[config.mk]
export PLATFORM = sky130hd
export DESIGN_NAME = instr_fetch
export DESIGN_NICKNAME = d
export VERILOG_FILES = /design/src/rtl/instr_fetch.sv
export SDC_FILE = /design/constraint.sdc
export NUM_CORES = 1
export LEC_CHECK = 0
export CAP_MARGIN = 15
export CELL_PAD_IN_SITES_DETAIL_PLACEMENT = 2
export CELL_PAD_IN_SITES_GLOBAL_PLACEMENT = 2
export CORE_MARGIN = 1.5
export CORE_UTILIZATION = 24
export CTS_CLUSTER_SIZE = 10
export DETAILED_ROUTE_END_ITERATION = 10
export GPL_TIMING_DRIVEN = 0
export PLACE_DENSITY = 0.82
export SETUP_SLACK_MARGIN = 0.1
export SLEW_MARGIN = 10
export SYNTH_ARGS = -nofsm -noshare
export SYNTH_HDL_FRONTEND = slang
export SYNTH_SLANG_ARGS = --single-unit
[constraint.sdc]
create_clock -name clk -period 3.6 [get_ports clk]
set_clock_uncertainty 0.2 [all_clocks]
set_input_delay 0.36 -clock clk [delete_from_list [all_inputs] [get_ports clk]]
set_output_delay 0.36 -clock clk [all_outputs]
set_load 0.005 [all_outputs]
[src/rtl/instr_fetch.sv]
// instr_fetch: sequential fetch/issue unit for the 8-bit core.
// Fetches one instruction byte at a time from instruction memory and holds it
// for the control decoder. It then steers the program counter from the
// jal/jr/beq outcome when downstream consumes the instruction.
//
// Ports:
//   clk, reset_n           rising-edge clock, async active-low reset
//   imem_req/addr          fetch request and address (address = pc)
//   imem_ack/rdata         memory response, taken only while fetching
//   instr_valid/instr      held instruction and its valid flag
//   opcode                 instr[7:4], drives the control decoder
//   stall                  downstream not ready, holds the instruction
//   br_taken, jr_target    beq compare result and jr register value
//   link_we/link_data      return-address write for jal (pc+1)
//   pc                     address of the held or fetched instruction
//   halted                 core stopped on opcode 4'b1111
//
// state | meaning
// IDLE  | leaving reset, fetch starts on next edge
// FETCH | request outstanding at pc, waiting for imem_ack
// ISSUE | instruction held for decode, consumed when stall=0
// HALT  | stopped until reset
module instr_fetch #(
  parameter int                ADDR_W   = 8,
  parameter int                INSTR_W  = 8,
  parameter logic [ADDR_W-1:0] RESET_PC = '0
) (
  input  logic               clk,
  input  logic               reset_n,
  output logic               imem_req,
  output logic [ADDR_W-1:0]  imem_addr,
  input  logic               imem_ack,
  input  logic [INSTR_W-1:0] imem_rdata,
  output logic               instr_valid,
  output logic [INSTR_W-1:0] instr,
  output logic [3:0]         opcode,
  input  logic               stall,
  input  logic               br_taken,
  input  logic [ADDR_W-1:0]  jr_target,
  output logic               link_we,
  output logic [ADDR_W-1:0]  link_data,
  output logic [ADDR_W-1:0]  pc,
  output logic               halted
);

  typedef enum logic [1:0] {IDLE, FETCH, ISSUE, HALT} state_t;

  localparam logic [3:0] OP_JR   = 4'hB;
  localparam logic [3:0] OP_BEQ  = 4'hC;
  localparam logic [3:0] OP_JAL  = 4'hE;
  localparam logic [3:0] OP_HALT = 4'hF;

  state_t             state;
  logic [ADDR_W-1:0]  pc_q;
  logic [ADDR_W-1:0]  pc_inc;
  logic [ADDR_W-1:0]  pc_rel;
  logic [ADDR_W-1:0]  pc_nxt;
  logic [INSTR_W-1:0] instr_q;
  logic               consume;

  assign opcode  = instr_q[INSTR_W-1 -: 4];
  assign pc_inc  = pc_q + ADDR_W'(1);
  // Relative target: imm4 sign-extended, added to pc+1, wraps naturally.
  assign pc_rel  = pc_inc + {{(ADDR_W-4){instr_q[3]}}, instr_q[3:0]};
  assign consume = (state == ISSUE) && !stall;

  always_comb begin
    pc_nxt = pc_inc;
    case (opcode)
      OP_JAL:  pc_nxt = pc_rel;
      OP_JR:   pc_nxt = jr_target;
      OP_BEQ:  pc_nxt = br_taken ? pc_rel : pc_inc;
      default: pc_nxt = pc_inc;
    endcase
  end

  always_ff @(posedge clk or negedge reset_n) begin
    if (!reset_n) begin
      state   <= IDLE;
      pc_q    <= RESET_PC;
      instr_q <= '0;
    end else begin
      case (state)
        IDLE: state <= FETCH;
        FETCH: begin
          if (imem_ack) begin
            instr_q <= imem_rdata;
            state   <= ISSUE;
          end
        end
        ISSUE: begin
          if (!stall) begin
            if (opcode == OP_HALT) begin
              state <= HALT;
            end else begin
              pc_q  <= pc_nxt;
              state <= FETCH;
            end
          end
        end
        HALT:    state <= HALT;
        default: state <= IDLE;
      endcase
    end
  end

  // Status outputs decode the state register only, so reset clears them
  // asynchronously and no input reaches them combinationally.
  assign imem_req    = (state == FETCH);
  assign instr_valid = (state == ISSUE);
  assign halted      = (state == HALT);
  assign imem_addr   = pc_q;
  assign pc          = pc_q;
  assign instr       = instr_q;
  // The return address is written in the same cycle the jal is consumed.
  assign link_we     = consume && (opcode == OP_JAL);
  assign link_data   = pc_inc;

endmodule

# [After elaboration in Yosys (flattened, before gate mapping)]
# Cells that the tools add are included.
[totals] ff_bits=18
[op_classes] n_addsub=2 n_eq_ne=9 n_bitwise=2 n_reduce_logical=7 mux=6
[op_table] op="$pmux 8 s3" n=1
[op_table] op="$eq 4x4->1 const B" n=4
[op_table] op="$add 8x1->8 const B" n=1
[op_table] op="$add 8x8->8" n=1
[op_table] op="$mux 8" n=1
[op_table] op="$pmux 2 s4" n=1
[op_table] op="$mux 2" n=3
[op_table] op="$eq 2x2->1 const B" n=2
[op_table] op="$reduce_and 2->1" n=2
[op_table] op="$reduce_and 3->1" n=1
[op_table] op="$eq 2x1->1 const B" n=1
[op_table] op="$logic_and 1x1->1" n=2
[op_table] op="$logic_not 2->1" n=1
[op_table] op="$ne 2x1->1 const B" n=1
[op_table] op="$ne 2x2->1 const B" n=1
[op_table] op="$not 1->1" n=2
[op_table] op="$logic_not 1->1" n=1

# [Depth between registers and ports, before layout]
[depth] word_depth=4 depth_mapped=10

# [Worst setup path before layout]
# OpenSTA, ideal clock, no wires.
[synth_path] path_kind="register -> register" from="register pc_q[0], in the netlist imem_addr[0]" to="register pc_q[7], in the netlist imem_addr[7]" t_arrival_ns=2.311 path_stages_with_launch=11 slack_ns=0.969 setup_ns=0.120 period_less_slack_ns=2.631 path_cell_list="dfrtp_1 ha_1 nand3_1 xnor2_1 ha_1 nand3_1 o211ai_2 o41ai_4 xnor2_1 a21o_1 a41o_1"
[synth_between] elab_chain_len=4
[synth_lines] item="start: declaration" line_no="54" text="logic [ADDR_W-1:0] pc_q;"
[synth_lines] item="start signal: assignment" line_no="96" text="pc_q <= pc_nxt;"
[synth_lines] item="$add 8x1->8 *" line_no="62" text="assign pc_inc = pc_q + ADDR_W'(1);"
[synth_lines] item="named net link_data[4]" line_no="41" text="output logic [ADDR_W-1:0] link_data,"
[synth_lines] item="$add 8x8->8 *" line_no="64" text="assign pc_rel = pc_inc + {{(ADDR_W-4){instr_q[3]}}, instr_q[3:0]};"
[synth_lines] item="$mux 8" line_no="72" text="OP_BEQ: pc_nxt = br_taken ? pc_rel : pc_inc;"
[synth_lines] item="$pmux 8 s3 *" line_no="69" text="case (opcode)"
# The timed path passes the listed nets; every way through them passes the cells marked *.
# A chain may end at the register's enable or synchronous reset.

# [Worst setup path in the final report]
[layout_path] from="register pc_q[0], in the netlist imem_addr[0]" to="register pc_q[6], in the netlist imem_addr[6]"
[layout_between] elab_chain_len=4
[layout_lines] item="$add 8x1->8 *" line_no="62"
[layout_lines] item="$add 8x8->8" line_no="64"
[layout_lines] item="$mux 8" line_no="72"
[layout_lines] item="$pmux 8 s3 *" line_no="69"
# Mark *: on every way between the ends. The rest lies on a longest branch, timed or not.

==> impl_table.tex <==
\begin{tabular}{lr}
\hline
Metric & Value \\
\hline
\multicolumn{2}{l}{\textbf{Outcome}} \\
\quad Result of the run & finished, final reports clean \\
\multicolumn{2}{l}{\textbf{Clocking}} \\
\quad Root buf cell & sky130\_fd\_sc\_hd\_\_clkbuf\_8 \\
\quad TritonCTS buffer count & 3 \\
\quad CTS tree & built \\
\quad Setup Buffers After CTS & 0 \\
\quad \# clock sinks & 18 \\
\quad Number of H-tree levels & 1 \\
\quad PostCTS Resize Cnt & 0 \\
\quad Register clock-pin slew on the reported worst setup and hold paths & approximately 0.070 ns \\
\quad Number of buffers between clock root and the deepest sink & 2 \\
\quad Hold-fix buffers, CTS & 0 \\
\quad Clock latency on the worst-skew pair & roughly 0.25 ns \\
\multicolumn{2}{l}{\textbf{Power}} \\
\quad Leak & just under 0.9 nW \\
\quad Power per cell area & between 800 and 900 mW/mm2 \\
\quad Highest ir drop seen on vdd & 0.349 mV \\
\quad Total chip power & between 0.0015 and 0.002 W \\
\multicolumn{2}{l}{\textbf{Routing}} \\
\quad Vias after detailed routing & 1,353 \\
\quad First DRT Iteration DRCs & 77 \\
\quad Total routed wirelength & approximately 4500 um \\
\quad Max layer used & met4 \\
\quad Average wire length per cell after detail routing & between 15 and 20 um \\
\quad Antenna viol nets, final & 0 \\
\quad Residual DRC & 0 \\
\quad Average via count per standard cell & around 4.7 \\
\quad Total length of routed met2 wires & around 2200 um \\
\quad Met1 Wirelength & 2080 um \\
\quad 1st-pass router iterations & 2 \\
\quad Amount of wire on met3 after detailed routing & about 240 um \\
\multicolumn{2}{l}{\textbf{Synthesis}} \\
\quad Syn\_area\_per\_cell & 9.19 um2 \\
\quad Post-Syn Nets & between 150 and 200 \\
\quad Cell area after synthesis & 0.00138 mm2 \\
\quad Fraction of synthesized cell area taken by the top area cell type & 0.327 \\
\quad Post-Synthesis Cells & 150 \\
\quad Biggest area consumer among synthesized cells & sky130\_fd\_sc\_hd\_\_dfrtp\_1 \\
\quad Share of synthesized area occupied by flip-flops and latches & 0.327 \\
\quad Post-synthesis sequential element count & 18 \\
\quad Warnings, synthesis & 0 \\
\quad Leading cell types by total area after synthesis & sky130\_fd\_sc\_hd\_\_dfrtp\_1 33\%, sky130\_fd\_sc\_hd\_\_ha\_1 7.3\%, sky130\_fd\_sc\_hd\_\_buf\_4 6.5\% \\
\quad Cell variety after synth & 39 \\
\multicolumn{2}{l}{\textbf{Placement}} \\
\quad GP Congestion & 0.741 \\
\quad Number of input and output port buffers inserted & 60 \\
\quad Number of placed instances with taps included & 282 \\
\quad Cell area reported after detailed placement & approximately 0.0021 mm2 \\
\quad Post-place setup slack & $\sim$0.56 ns \\
\quad Estimated wirelength of the detail-placed design & around 3600 um \\
\multicolumn{2}{l}{\textbf{Final layout}} \\
\quad Top library cells by usage in the layout, fill and taps aside & 60 x sky130\_fd\_sc\_hd\_\_clkdlybuf4s50\_1, 18 x sky130\_fd\_sc\_hd\_\_dfrtp\_1, 12 x sky130\_fd\_sc\_hd\_\_buf\_4, 11 x sky130\_fd\_sc\_hd\_\_nor2\_1, 11 x sky130\_fd\_sc\_hd\_\_o21ai\_0 \\
\quad Antenna fix cells & 0 \\
\quad Growth of design area from synthesis to finish & 53.1\% \\
\quad Final net count & $\sim$250 \\
\quad Post-route standard cell area excluding fillers & between 0.002 and 0.0025 mm2 \\
\quad Filler-free cell count of the finished design & approximately 290 \\
\quad Layout cells sized above 1 & 0.136 \\
\quad Most common cell after layout, fill and taps aside & sky130\_fd\_sc\_hd\_\_clkdlybuf4s50\_1 \\
\multicolumn{2}{l}{\textbf{Min path}} \\
\quad Start point of the worst min-delay path & instr[0]\$\_DFFE\_PN0P\_ \\
\quad Hold crit path type & flip-flop to flip-flop \\
\quad Worst Hold Path EP & instr[0]\$\_DFFE\_PN0P\_ \\
\quad Min-Delay Path Depth & 1 \\
\multicolumn{2}{l}{\textbf{STA}} \\
\quad Maximum achievable frequency & approximately 0.33 GHz \\
\quad Measured slew at the worst slew-check pin & between 0.8 and 0.9 ns \\
\quad Ratio of final minimum period to clock period & 0.848 \\
\quad Total negative slack & 0 ns \\
\quad Final setup slack of the worst path & $\sim$0.55 ns \\
\quad Final hold vios & 0 \\
\quad Unrepaired setup endpoints after global routing & false \\
\quad Post-layout minimum cycle time & a little over 3 ns \\
\quad Setup violation total in the final timing report & 0 \\
\quad Relative slew margins & 0.410 \\
\quad Final slew viol count & 0 \\
\multicolumn{2}{l}{\textbf{GRT}} \\
\quad Initial antenna violation count & 0 \\
\quad Via count of the first global-routing pass & 1,438 \\
\quad Maximum number of pins on one net before global-route repair & 19 \\
\quad Aggregate global-route resource usage & 0.146 \\
\quad Residual overflow from global routing & 0 \\
\quad Wire length of the first global-routing pass & between 7000 and 8000 um \\
\multicolumn{2}{l}{\textbf{Die}} \\
\quad Starting density of the core & 0.249 \\
\quad Die Y & between 70 and 80 um \\
\quad Area of the die & 0.00621 mm2 \\
\quad Boundary pin count & slightly above 60 \\
\quad Site Rows & 27 \\
\quad Core Footprint & approximately 0.0055 mm2 \\
\quad Die width & $\sim$80 um \\
\multicolumn{2}{l}{\textbf{Worst setup path}} \\
\quad Sequence of cells on the critical path & ha\_1 -> xor2\_1 -> ha\_1 -> nor2b\_1 -> o31a\_1 -> o21a\_1 -> or3\_1 -> a31oi\_1 -> o21ai\_1 \\
\quad Setup slack on the worst flop-to-flop path & about 0.55 ns \\
\quad Setup crit start kind & flip-flop \\
\quad Type of the worst setup path & flip-flop to flip-flop \\
\quad Max FO, Critical Path & 9 \\
\quad Crit path top cell by count & sky130\_fd\_sc\_hd\_\_ha\_1 \\
\quad Worst Path Required & 3.53 ns \\
\quad Worst R2R Path Depth & 9 \\
\quad Worst reg2reg startpoint & imem\_addr[0]\$\_DFFE\_PN0P\_ \\
\quad Capturing point of the worst reg2reg path & imem\_addr[6]\$\_DFFE\_PN0P\_ \\
\quad Worst setup EP type & flip-flop \\
\quad Cell with the biggest individual delay on the critical path & sky130\_fd\_sc\_hd\_\_dfrtp\_1 \\
\quad Arrival time of the worst setup path & approximately 3 ns \\
\quad Delay of the slowest critical-path stage & roughly 0.54 ns \\
\multicolumn{2}{l}{\textbf{Flow run}} \\
\quad Number of maximum-capacitance violations & 0 \\
\hline
\end{tabular}
-- metal layers --
| metal | track usage | vias to the layer above |
|---|---|---|
| met5 | 0 | - |
| met4 | 0.0214 | 0 |
| met3 | 0.0356 | 2 |
| met2 | 0.247 | 40 |
| met1 | 0.192 | 655 |
| li1 | - | 656 |
-- worst max path at each step --
stage                        startpoint                        to  slack, ns
2_1_floorplan  imem_addr[0]$_DFFE_PN0P_  imem_addr[7]$_DFFE_PN0P_       0.97
3_3_place_gp   imem_addr[0]$_DFFE_PN0P_  imem_addr[7]$_DFFE_PN0P_       0.63
3_5_place_dp   imem_addr[0]$_DFFE_PN0P_  imem_addr[6]$_DFFE_PN0P_       0.56
4_1_cts        imem_addr[0]$_DFFE_PN0P_  imem_addr[6]$_DFFE_PN0P_       0.51
5_1_grt        imem_addr[0]$_DFFE_PN0P_  imem_addr[7]$_DFFE_PN0P_       0.38
6_report       imem_addr[0]$_DFFE_PN0P_  imem_addr[6]$_DFFE_PN0P_       0.55
-- metrics by stage --
stage,util,hold slack (ns)
3_5_place_dp,0.374,0.341
6_report,0.381,0.351
5_1_grt,0.381,0.389
2_1_floorplan,-,-0.136
4_1_cts,0.381,0.362
3_3_place_gp,0.374,0.334
-- synthesized netlist by cell type --
| library cell | count |
|---|---|
| sky130_fd_sc_hd__o21ai_1 | 1 |
| sky130_fd_sc_hd__mux2_2 | 8 |
| sky130_fd_sc_hd__ha_1 | 8 |
| sky130_fd_sc_hd__o41ai_4 | 1 |
| sky130_fd_sc_hd__nand3b_1 | 2 |
| sky130_fd_sc_hd__nor2_2 | 1 |
| sky130_fd_sc_hd__nor2b_1 | 4 |
| sky130_fd_sc_hd__buf_4 | 12 |
| sky130_fd_sc_hd__o21ai_0 | 11 |
| sky130_fd_sc_hd__and2_1 | 1 |
| sky130_fd_sc_hd__a21o_1 | 1 |
| sky130_fd_sc_hd__a21oi_2 | 1 |
| sky130_fd_sc_hd__dfrtp_1 | 18 |
| sky130_fd_sc_hd__nor3b_1 | 1 |
| sky130_fd_sc_hd__clkbuf_1 | 2 |
| sky130_fd_sc_hd__o31a_1 | 1 |
| sky130_fd_sc_hd__o211ai_2 | 1 |
| sky130_fd_sc_hd__and3_2 | 1 |
| sky130_fd_sc_hd__a21oi_1 | 7 |
| sky130_fd_sc_hd__inv_1 | 5 |
| sky130_fd_sc_hd__a22o_1 | 4 |
| sky130_fd_sc_hd__and3_1 | 3 |
| sky130_fd_sc_hd__nor3_1 | 4 |
| sky130_fd_sc_hd__xnor2_1 | 8 |
| sky130_fd_sc_hd__nor2_1 | 11 |
| sky130_fd_sc_hd__a22oi_1 | 1 |
| sky130_fd_sc_hd__a31oi_1 | 1 |
| sky130_fd_sc_hd__nand3_1 | 8 |
| sky130_fd_sc_hd__o21a_1 | 2 |
| sky130_fd_sc_hd__or3_1 | 1 |
| sky130_fd_sc_hd__a21boi_0 | 1 |
| sky130_fd_sc_hd__nand2_1 | 9 |
| sky130_fd_sc_hd__o22ai_1 | 1 |
| sky130_fd_sc_hd__or2_2 | 1 |
| sky130_fd_sc_hd__nand4_1 | 1 |
| sky130_fd_sc_hd__xor2_1 | 2 |
| sky130_fd_sc_hd__a221oi_1 | 3 |
| sky130_fd_sc_hd__fa_1 | 1 |
| sky130_fd_sc_hd__a41o_1 | 1 |
-- report_power, final --
part	switching (W)	total, W	internal [W]
registers	0.000155	0.000446	0.000291
logic	0.000538	0.00130	0.000759
clock network	0.0000655	0.000140	0.0000743
-- cell families (layout without fill, tap and decap cells) --
group	Yosys count	count (layout)	share of synthesized area
simple gates	48	48	0.174
compound gates	38	38	0.199
buf+inv	19	82	0.0844
flops	18	18	0.327
xor+xnor	10	10	0.0635
fa+ha+maj	9	9	0.0871
mux	8	8	0.0653
-- critical path: cells and delay by family (launching register included) --
family / cells / cell delay, ns
AOI/OAI and AO/OA: 4 / 0.76
xor gates and xnor gates: 1 / 0.26
adders and majority gates: 2 / 0.67
DFF: 1 / 0.54
and+or+nand+nor: 2 / 0.48
-- area by class of cell --
class	count	area, um2
clock buffer	3	41.3
fill	626	3430
buffer	14	97.6
tap	72	90.1
sequential	18	450
timing repair buffer	60	601
inverter	5	18.8
multi-input combinational	113	812
-- registers in the layout (all words and copies together) (netlist names) --
name,flops
instr,8
state,2
imem_addr,8
Note: power is estimated with default switching activity, not from simulation.
